**src/rtl/nand_target_pkg.sv**
```systemverilog
// nand_target_pkg: opcodes, states, cycle types and status layout for the NAND target responder
package nand_target_pkg;
  localparam logic [7:0] OP_READ1 = 8'h00, OP_READ2 = 8'h30, OP_STATUS = 8'h70, OP_PROG1 = 8'h80;
  localparam logic [7:0] OP_PROG2 = 8'h10, OP_ID = 8'h90, OP_RESET = 8'hFF;
  localparam int ST_WP = 7, ST_RDY = 6, ST_ARDY = 5, ST_FAIL = 0;
  typedef enum logic [2:0] {IDLE, ADDR, DIN, WCONF, BUSY, DOUT} state_t;
  typedef enum logic [2:0] {CY_CMD, CY_ADDR, CY_DIN, CY_DOUT, CY_BAD} cycle_t;
  typedef enum logic [1:0] {K_READ, K_PROG, K_ID, K_RST} kind_t;
  function automatic logic [7:0] status_byte(input logic wp_n, input logic rdy, input logic fail);
    logic [7:0] s;
    s = 8'h00;
    s[ST_WP] = wp_n;
    s[ST_RDY] = rdy;
    s[ST_ARDY] = rdy;
    s[ST_FAIL] = fail;
    return s;
  endfunction
endpackage

```
**src/rtl/nand_strobe_sync.sv**
```systemverilog
// nand_strobe_sync: two-flop synchronizers and nand_clk rising-edge strobe with cycle classification
module nand_strobe_sync
  import nand_target_pkg::*;
(
  input  logic       clk,
  input  logic       rst,
  input  logic       nand_clk,
  input  logic       wr,
  input  logic       ale,
  input  logic       cle,
  input  logic       ce_n,
  input  logic       wp_n,
  input  logic [7:0] dq_in,
  output logic       strobe,
  output logic [2:0] cycle,
  output logic [7:0] dq,
  output logic       rd_en,
  output logic       wp
);
  // bit map of each stage: [13] nand_clk, [12] wr, [11] ale, [10] cle, [9] ce_n, [8] wp_n, [7:0] dq
  logic [13:0] s1, s2;
  logic nclk_d;
  always_ff @(posedge clk)
    if (rst) {s1, s2, nclk_d} <= '0;
    else {s1, s2, nclk_d} <= {{nand_clk, wr, ale, cle, ce_n, wp_n, dq_in}, s1, s2[13]};
  assign strobe = s2[13] & ~nclk_d & ~s2[9];
  assign rd_en = ~s2[12] & ~s2[9];
  assign wp = s2[8];
  assign dq = s2[7:0];
  always_comb
    cycle = !s2[12] ? ((s2[11] | s2[10]) ? CY_BAD : CY_DOUT)
          : (s2[10] & !s2[11]) ? CY_CMD
          : (s2[11] & !s2[10]) ? CY_ADDR
          : (!s2[10] & !s2[11]) ? CY_DIN : CY_BAD;
endmodule

```
**src/rtl/nand_target_responder.sv**
```systemverilog
// nand_target_responder: device-side NAND target with paged array, busy windows, ID and status
module nand_target_responder
  import nand_target_pkg::*;
#(
  parameter int PAGE_BYTES = 16,
  parameter int NUM_PAGES = 4,
  parameter int T_READ = 50,
  parameter int T_PROG = 200,
  parameter int T_RST = 20,
  parameter logic [31:0] ID_WORD = 32'h2CDA9095
) (
  input  logic       clock_100,
  input  logic       rst,
  input  logic       nand_clk,
  input  logic       wr,
  input  logic       ale,
  input  logic       cle,
  input  logic       ce_n,
  input  logic       wp_n,
  input  logic [7:0] dq_in,
  output logic [7:0] dq_out,
  output logic       dq_oe,
  output logic       rb,
  output logic       cmd_err
);
  localparam int CW = $clog2(PAGE_BYTES), RW = $clog2(NUM_PAGES);
  logic strobe, rd_en, wp, is_cmd, copy, acnt, fail, status_mode;
  logic [2:0] cycle;
  logic [7:0] dq, status;
  state_t state;
  kind_t kind;
  logic [CW-1:0] col, nxt, cidx;
  logic [RW-1:0] row;
  logic [15:0] cnt;
  logic [7:0] pbuf [PAGE_BYTES];
  logic [7:0] mem [NUM_PAGES*PAGE_BYTES];
  function automatic logic [7:0] id_byte(input logic [1:0] i);
    return ID_WORD[8*(3-int'(i)) +: 8];
  endfunction
  nand_strobe_sync sync (
    .clk(clock_100), .rst(rst), .nand_clk(nand_clk), .wr(wr), .ale(ale), .cle(cle),
    .ce_n(ce_n), .wp_n(wp_n), .dq_in(dq_in), .strobe(strobe), .cycle(cycle), .dq(dq),
    .rd_en(rd_en), .wp(wp)
  );
  assign nxt = col + 1'b1;
  assign cidx = CW'(PAGE_BYTES - int'(cnt));
  assign copy = state == BUSY && cnt != 16'd0 && cnt <= 16'(PAGE_BYTES);
  assign status = status_byte(wp, rb, fail);
  assign is_cmd = strobe && cycle == CY_CMD;
  // the last PAGE_BYTES busy cycles move one byte per cycle between array and page buffer
  always_ff @(posedge clock_100) begin
    if (!rst && copy && kind == K_READ) pbuf[cidx] <= mem[{row, cidx}];
    if (!rst && strobe && cycle == CY_DIN && state == DIN) pbuf[col] <= dq;
    if (!rst && copy && kind == K_PROG) mem[{row, cidx}] <= pbuf[cidx];
  end
  always_ff @(posedge clock_100)
    if (rst) begin
      state <= IDLE;
      kind <= K_READ;
      col <= '0;
      row <= '0;
      cnt <= '0;
      acnt <= 1'b0;
      fail <= 1'b0;
      status_mode <= 1'b0;
      rb <= 1'b1;
      dq_oe <= 1'b0;
      dq_out <= 8'h00;
      cmd_err <= 1'b0;
    end else begin
      cmd_err <= 1'b0;
      dq_oe <= rd_en && (state == DOUT || status_mode);
      if (state == BUSY) begin
        if (cnt == 16'd1) begin
          rb <= 1'b1;
          state <= kind == K_READ ? DOUT : IDLE;
          if (kind == K_READ) dq_out <= mem[{row, col}];
        end
        cnt <= cnt - 16'd1;
      end
      if (strobe)
        case (cycle)
          CY_CMD:
            if (dq == OP_RESET) begin
              state <= BUSY;
              kind <= K_RST;
              cnt <= 16'(T_RST);
              rb <= 1'b0;
              fail <= 1'b0;
              status_mode <= 1'b0;
            end else if (dq == OP_STATUS) status_mode <= 1'b1;
            else if (state == BUSY) cmd_err <= 1'b1;
            else begin
              status_mode <= 1'b0;
              acnt <= 1'b0;
              if (state == WCONF && dq == OP_READ2) begin
                state <= BUSY;
                cnt <= 16'(T_READ);
                rb <= 1'b0;
              end else if (state == DIN && dq == OP_PROG2) begin
                if (wp) begin
                  state <= BUSY;
                  kind <= K_PROG;
                  cnt <= 16'(T_PROG);
                  rb <= 1'b0;
                end else begin
                  fail <= 1'b1;
                  state <= IDLE;
                end
              end else begin
                // a pending read confirm that sees another opcode flags it, then starts over
                cmd_err <= state == WCONF || !(dq inside {OP_READ1, OP_PROG1, OP_ID});
                state <= dq inside {OP_READ1, OP_PROG1, OP_ID} ? ADDR : IDLE;
                kind <= dq == OP_PROG1 ? K_PROG : dq == OP_ID ? K_ID : K_READ;
                if (dq == OP_PROG1) fail <= 1'b0;
              end
            end
          CY_ADDR:
            if (state != ADDR) cmd_err <= 1'b1;
            else if (kind == K_ID) begin
              col <= '0;
              state <= DOUT;
              dq_out <= id_byte(2'd0);
            end else if (!acnt) begin
              col <= dq[CW-1:0];
              acnt <= 1'b1;
            end else begin
              row <= dq[RW-1:0];
              state <= kind == K_READ ? WCONF : DIN;
            end
          CY_DIN:
            if (state == DIN) col <= nxt;
            else cmd_err <= 1'b1;
          CY_DOUT:
            if (!status_mode) begin
              if (state == DOUT) begin
                col <= nxt;
                dq_out <= kind == K_ID ? id_byte(nxt[1:0]) : pbuf[nxt];
              end else cmd_err <= 1'b1;
            end
          default: cmd_err <= 1'b1;
        endcase
      if (status_mode || (is_cmd && dq == OP_STATUS)) dq_out <= status;
    end
endmodule

```
**config.mk**
```make
export PLATFORM = sky130hd
export DESIGN_NAME = nand_target_responder
export DESIGN_NICKNAME = d
export VERILOG_FILES = /design/src/rtl/nand_target_pkg.sv /design/src/rtl/nand_strobe_sync.sv /design/src/rtl/nand_target_responder.sv
export SDC_FILE = /design/constraint.sdc
export NUM_CORES = 1
export LEC_CHECK = 0
export BUFFER_PORTS_ARGS = -buffer_cell sky130_fd_sc_hd__buf_2
export CAP_MARGIN = 10
export CORE_MARGIN = 3
export CORE_UTILIZATION = 23
export CTS_BUF_LIST = sky130_fd_sc_hd__clkbuf_8
export CTS_CLUSTER_DIAMETER = 120
export CTS_CLUSTER_SIZE = 12
export DETAILED_ROUTE_END_ITERATION = 12
export PLACE_DENSITY = 0.34
export SLEW_MARGIN = 20
export SYNTH_ARGS = -nofsm -noshare
export SYNTH_HDL_FRONTEND = slang
export SYNTH_SLANG_ARGS = --single-unit
```
**constraint.sdc**
```tcl
create_clock -name clock_100 -period 15.05 [get_ports clock_100]
set_input_delay 1.505 -clock clock_100 [delete_from_list [all_inputs] [get_ports clock_100]]
set_output_delay 1.505 -clock clock_100 [all_outputs]
set_load 0.1 [all_outputs]
```
* After elaboration in Yosys (flattened, before gate mapping) *
Memory sizes are Yosys's and may differ from the RTL's.
Index checks and enable logic that the tools add are counted.

storage, ports and cells
  register bits after elaboration = 70
  memory bits (writable) = 640
  memories = 2
  logic and storage cells = 206
  input port bits = 16
  output and inout bits = 11

memory list
  name  words  width  rd ports  clocked after memory_dff  wr ports  line                         text
  mem   64     8      2         0                         1         nand_target_responder.sv:36  logic [7:0] mem [NUM_PAGES*PAGE_BYTES];
  pbuf  16     8      2         0                         1         nand_target_responder.sv:35  logic [7:0] pbuf [PAGE_BYTES];

operators by class
  reduce and logical (&&, ||, !) cells = 37
  equality and inequality tests = 32
  muxes and demuxes = 100
  bitwise logic cells = 13
  $lt $le $gt $ge = 1
  add/sub/neg operators = 4
  shifts and indexed selects = 1

operators with widths
  operator                 count
  $mux 16                  9
  $mux 8                   11
  $mux 3                   18
  $mux 1                   42
  $shiftx 32x6->8 const A  1
  $mux 4                   7
  $eq 8x8->1 const B       3
  $reduce_and 7->1         3
  $ne 2x2->1 const B       9
  $eq 16x1->1 const B      1
  $le 16x5->1 const B      1
  $mux 2                   8
  $pmux 8 s2               1
  $reduce_bool 16->1       1
  $sub 16x1->16 const B    1
  $logic_and 1x1->1        13
  $eq 3x2->1 const B       4
  $pmux 4 s3               1
  $reduce_bool 3->1        3
  $eq 8x5->1 const B       1
  $eq 8x6->1 const B       1
  $eq 8x7->1 const B       1
  $logic_not 8->1          1
  $reduce_or 8->1          1
  other kinds (26)         46

* Depth between registers and ports, before layout *
  depth after elaboration = 13
  depth in mapped cells = 15
  mapped depth without buffers = 8

* Modules after synthesis *
Synthesis repeated with hierarchy kept, for this count alone.

second synthesis, totals
  cell total of the unflattened synthesis = 2309
  area total of the unflattened synthesis = 33323.2 µm²

by module, submodules not included
  module                 area an instance (µm²)  instances  cells an instance  seq. area each (µm²)
  nand_target_responder  32344.8                 1          2233               20039.2
  nand_strobe_sync       978.4                   1          76                 580.6

* Least setup slack after synthesis *
Ideal clock, no wire load.

  path kind = register -> register
  start point = register cnt[0]
  end point = memory mem[0][6], data pin
  data required time = 14462 ps
  period minus slack after synthesis = 5406 ps
  arrival = 4818 ps
  stages on the path, launching flop included = 12
  library setup time = 588 ps
  buffers on the path = 5
  path slack = 9644 ps
  cell sequence = dfxtp_1 -> buf_2 -> clkinv_1 -> buf_1 -> clkbuf_1 -> ha_1 -> xor2_2 -> buf_6 -> buf_4 -> nand2_1 -> mux4_2 -> a31oi_1

between the ends
  word-level cells in the longest chain between the ends = 2

ends and longest elaborated chain
  item                    line                         text
  from (decl)             nand_target_responder.sv:34  logic [15:0] cnt;
  from (signal assigned)  nand_target_responder.sv:79  cnt <= cnt - 16'd1;
  from (signal assigned)  nand_target_responder.sv:87  cnt <= 16'(T_RST);
  from (signal assigned)  nand_target_responder.sv:98  cnt <= 16'(T_READ);
  $sub 1x4->4             nand_target_responder.sv:46  assign cidx = CW'(PAGE_BYTES - int'(cnt));
  $mem_v2 16x8            n/a
  to (decl)               nand_target_responder.sv:36

Every way passes these cells.

* Worst setup path in the final report *
  start point = register cnt[0]
  end point = memory pbuf[9][0], data pin

between the ends
  word-level cells in the longest chain between the ends = 3

ends and longest elaborated chain
  item              line
  $sub 1x4->4       nand_target_responder.sv:46
  $mem_v2 64x8      n/a
  $mux 8 (no line)  n/a
  to (decl)         nand_target_responder.sv:35

Every way passes these cells.

==> run summary <==
Net switching is 22.71% of the power. The number of maximum-capacitance constraint violations came out at 0. edfxtp_1 takes more of the synthesized area than any other cell. The number of primary I/O pins came out at 27.

The placed instances occupy a cell area of approximately 37000 um2. For the pin with the worst max-slew slack, the measured transition is about 1.2 ns. The number of detailed-route iterations in the first pass is 7. For this configuration, the core starts out at a cell density of between 20% and 30%.

In the final timing run, aggregate negative setup slack is 0 ns. The average footprint of a synthesized cell is 14.21 um2. The via count of the first global-routing pass is approximately 23000. The number of buffers on the longest clock path is 3. The number of nets in the synthesized netlist is 2446.

Sequential cells burn a little under two thirds of the power. The peak ir drop on the vdd network came out at 0.00006040 V. Counting distinct cell types in the post-synthesis netlist gives a little under 90.

The root cell of the clock tree is clkbuf_8. The H-tree depth reported by CTS came out at 3. The maximum clock skew at final layout is about 0.053 ns.

STA classifies the critical path endpoint as a flop. The first-pass GRT wire length is 197.8 mm. The total track usage is a little under a fifth. In the layout the commonest cells are edfxtp_1, nand2_1, mux4_2. Static timing analysis puts the maximum clock frequency at around 0.18 GHz. After clock tree synthesis, the clock-pin slew on the worst setup and hold paths is around 0.10 ns.

Along the worst path, the maximum fanout reaches 53. Combinational cells account for under 10% of the total power. The number of CTS-inserted buffers is just under 70.

The chip height came out at between 300 and 400 um. The flop and latch count out of synthesis came out at a little over 700. The total design power is about 0.0033 W. The global route total overflow is 0. The wire length per cell came out at approximately 32 um. The worst-skew pair later-pin latency came out at roughly 0.80 ns.

The die outline width came out at approximately 390 um. The count of unresolved DRC violations after routing is 0. The final period demand of the worst path came out at between 5 and 6 ns. The post-cts hold buffer count came out at 0.

The hold violation total from the final report is 0. With fillers left out, the area of the finished cells amounts to 38170 um2. The number of antenna violations at the first check in global routing is 9.

CTS saw between 700 and 800 sinks. The data required time of the critical path came out at ~15 ns. The area share of the largest cell type after synthesis is between 50% and 60%. The cell area after synthesis is ~34000 um2. In this run the most critical hold path is launched from sync.s1[0]$_SDFF_PP0_. Ranked by total cell area, the synthesized netlist is headed by edfxtp_1, mux4_2, mux2i_1, dfxtp_1, nand2_1. The placer congestion estimate is around 0.84. For hold timing, the worst endpoint is sync.s2[0]$_SDFF_PP0_. The final clock period utilization by the worst path is around 37%. TritonCTS built the clock tree. In this design, the stage delay of the slowest critical-path cell is approximately 0.77 ns.

The share of power burned in the clock network came out at 35.3%. The number of flops mapped to enable cells by yosys came out at between 600 and 700. The critical path is of the reg2reg type. The remaining number of nets flagged by the antenna check after routing came out at 0. The number of post-CTS setup repair buffers came out at 0. The tightest hold path in the finished design has a slack of ~0.44 ns.

The number of cells on the worst reg-to-reg path is 11. For this run, the number of Yosys warnings is 0. The setup slack of the worst register-to-register path is 9.50 ns.

Setup repair after global routing left no endpoint under its margin. The wire-length estimate of the detail-placed layout is around 95 mm. In this design, the largest share of critical-path delay is due to buffers and inverters. On the critical path, the stage with the largest delay is an instance of dfxtp_4. The quantity of gates resized following cts came out at 0. Setup violations remaining at the end of the flow were counted as 0. Counting instances, the worst hold path has a depth of 1. The total die area is roughly 150000 um2. After the last flow step, the layout net total stands at approximately 2500. The maximum number of pins on one net before global-route repair is 86. The total of buffers placed on input and output ports came out at 26. Synthesis produced a netlist whose cell count is between 2000 and 2500. The total number of vias came out at about 23000. The endpoint identified for the worst register-to-register timing path is pbuf[9][0]$_DFFE_PP_.

The row count is approximately 140. The static leakage power is around 11 nW. The first routing iteration left 2453 violations. The worst path arrival time came out at ~6.0 ns.

The predominant post-synthesis flop cell is edfxtp_1. The number of buffers and inverters on the critical path is 5. The floorplan core area came out at 148200 um2. The number of max-slew violations in the final report came out at 0. The share of synthesized registers carrying an async set or reset is 0%. The library cell used most frequently in the layout, excluding fill and tap cells, is edfxtp_1. For this run, the register share of the synthesized area comes to about three fifths. The internal power contribution is 0.002571 W. The routed design has 143.1 mm of wire. The flow ran to the end, and the final reports show no timing, DRC or antenna violations. The worst hold path belongs to the class reg2reg. In the routed layout, each cell is associated on average with a via count of 5.226. The area overhead of the layout relative to synthesis is 10.85%.

The worst register-to-register path begins at cnt[0]$_SDFF_PP0_. The net switching power figure came out at around 0.00076 W. Traced cell by cell, the critical path runs through inv_2 -> ha_4 -> buf_4 -> inv_2 -> buf_12 -> nand2_2 -> buf_4 -> o22ai_1 -> o21ai_0 -> nand4b_1 -> o32a_1. The worst setup path is launched from a flop. The share of layout cells above drive strength 1 came out at between 10% and 20%. Power spread over the standard cell area amounts to approximately 87 nW/um2.

The max-slew headroom at the worst pin is about 16%.
-- final cells by class --
type / count / area [um2]
fillers: 15270 / 110000
flip-flops and latches: 710 / 20630
multi-input cells: 1518 / 12960
well taps: 1930 / 2415
repair buffers: 133 / 980.9
clock buffers: 69 / 949.7
clock inverters: 26 / 166.4
inverters: 13 / 48.80
diodes: 7 / 17.52
-- per-stage QoR --
step	utilization, %	setup slack (ns)	instances
after global routing	25.75	9.345	4403
final	25.76	9.497	4406
after CTS	25.73	9.282	4399
after detailed placement	24.98	9.313	4304
after floorplan	-	9.644	2424
after global placement	24.96	9.422	4303
-- registers in the layout, summed over array words and instances (netlist names), 3 cells and up --
register and cells:
cnt 16, col 4, state 3, sync.s2 14, mem 512, pbuf 128
sync.s1 14, dq_out 8
-- kinds of logic (layout without fill, tap and decap cells) --
group | count (synthesis) | in the layout | share of synthesized area [%]
compound gates | 432 | 432 | 8.404
xor+xnor | 17 | 17 | 0.5087
fa+ha+maj | 6 | 6 | 0.2180
buf+inv | 196 | 241 | 3.088
flops | 710 | 710 | 59.88
mux | 401 | 401 | 18.64
other cells | 0 | 7 | 0
simple gates | 662 | 662 | 9.265
-- power by group through the flow --
stage	registers [W]	logic (W)	clock network (W)
2_1_floorplan	0.00216	0.0000214	0
3_3_place_gp	0.00217	0.0000323	0
3_5_place_dp	0.00217	0.0000323	0
4_1_cts	0.00212	0.0000324	0.00122
5_1_grt	0.00212	0.0000346	0.00129
6_report	0.00212	0.0000321	0.00117
-- how the worst max path moves through the flow --
stage	startpoint	end	slack, ns	cells after the start
finish	cnt[0]$_SDFF_PP0_	pbuf[9][0]$_DFFE_PP_	9.50	11
global route	cnt[0]$_SDFF_PP0_	pbuf[9][0]$_DFFE_PP_	9.35	11
CTS	cnt[0]$_SDFF_PP0_	pbuf[2][7]$_DFFE_PP_	9.28	10
detailed placement	cnt[0]$_SDFF_PP0_	pbuf[2][7]$_DFFE_PP_	9.31	10
global placement	cnt[0]$_SDFF_PP0_	pbuf[2][7]$_DFFE_PP_	9.42	10
floorplan	cnt[0]$_SDFF_PP0_	mem[0][6]$_DFFE_PP_	9.64	11
-- routing by layer --
metal | vias up | global-route usage (%) | share of wire, %
li1 | 9638 | - | -
met1 | 12270 | 25.61 | 45
met2 | 890 | 29.38 | 46
met3 | 229 | 3.164 | 5.6
met4 | 2 | 5.226 | 3.2
met5 | - | 0 | 0.013
-- cells in the mapped netlist, drive strengths merged (6+ instances only) --
master   instances
mux2i          183
ha               6
nor2           166
o211ai          20
buf            121
a221oi          30
a22o             9
nand3           92
a32oi            8
a211oi          11
nand4           14
nor3b            9
nand3b           6
a2111oi          7
a311oi           6
a21oi          106
mux2            30
o22ai           35
a22oi           31
clkbuf          62
dfxtp           70
nor4            20
nand2          201
and3            32
o31ai            7
mux4           188
and2             7
nor2b           44
xor2             6
inv             11
nor3            20
a31oi           32
nand2b          22
o21ai           74
edfxtp         640
xnor2           11
Power figures use the tool's default switching activity.
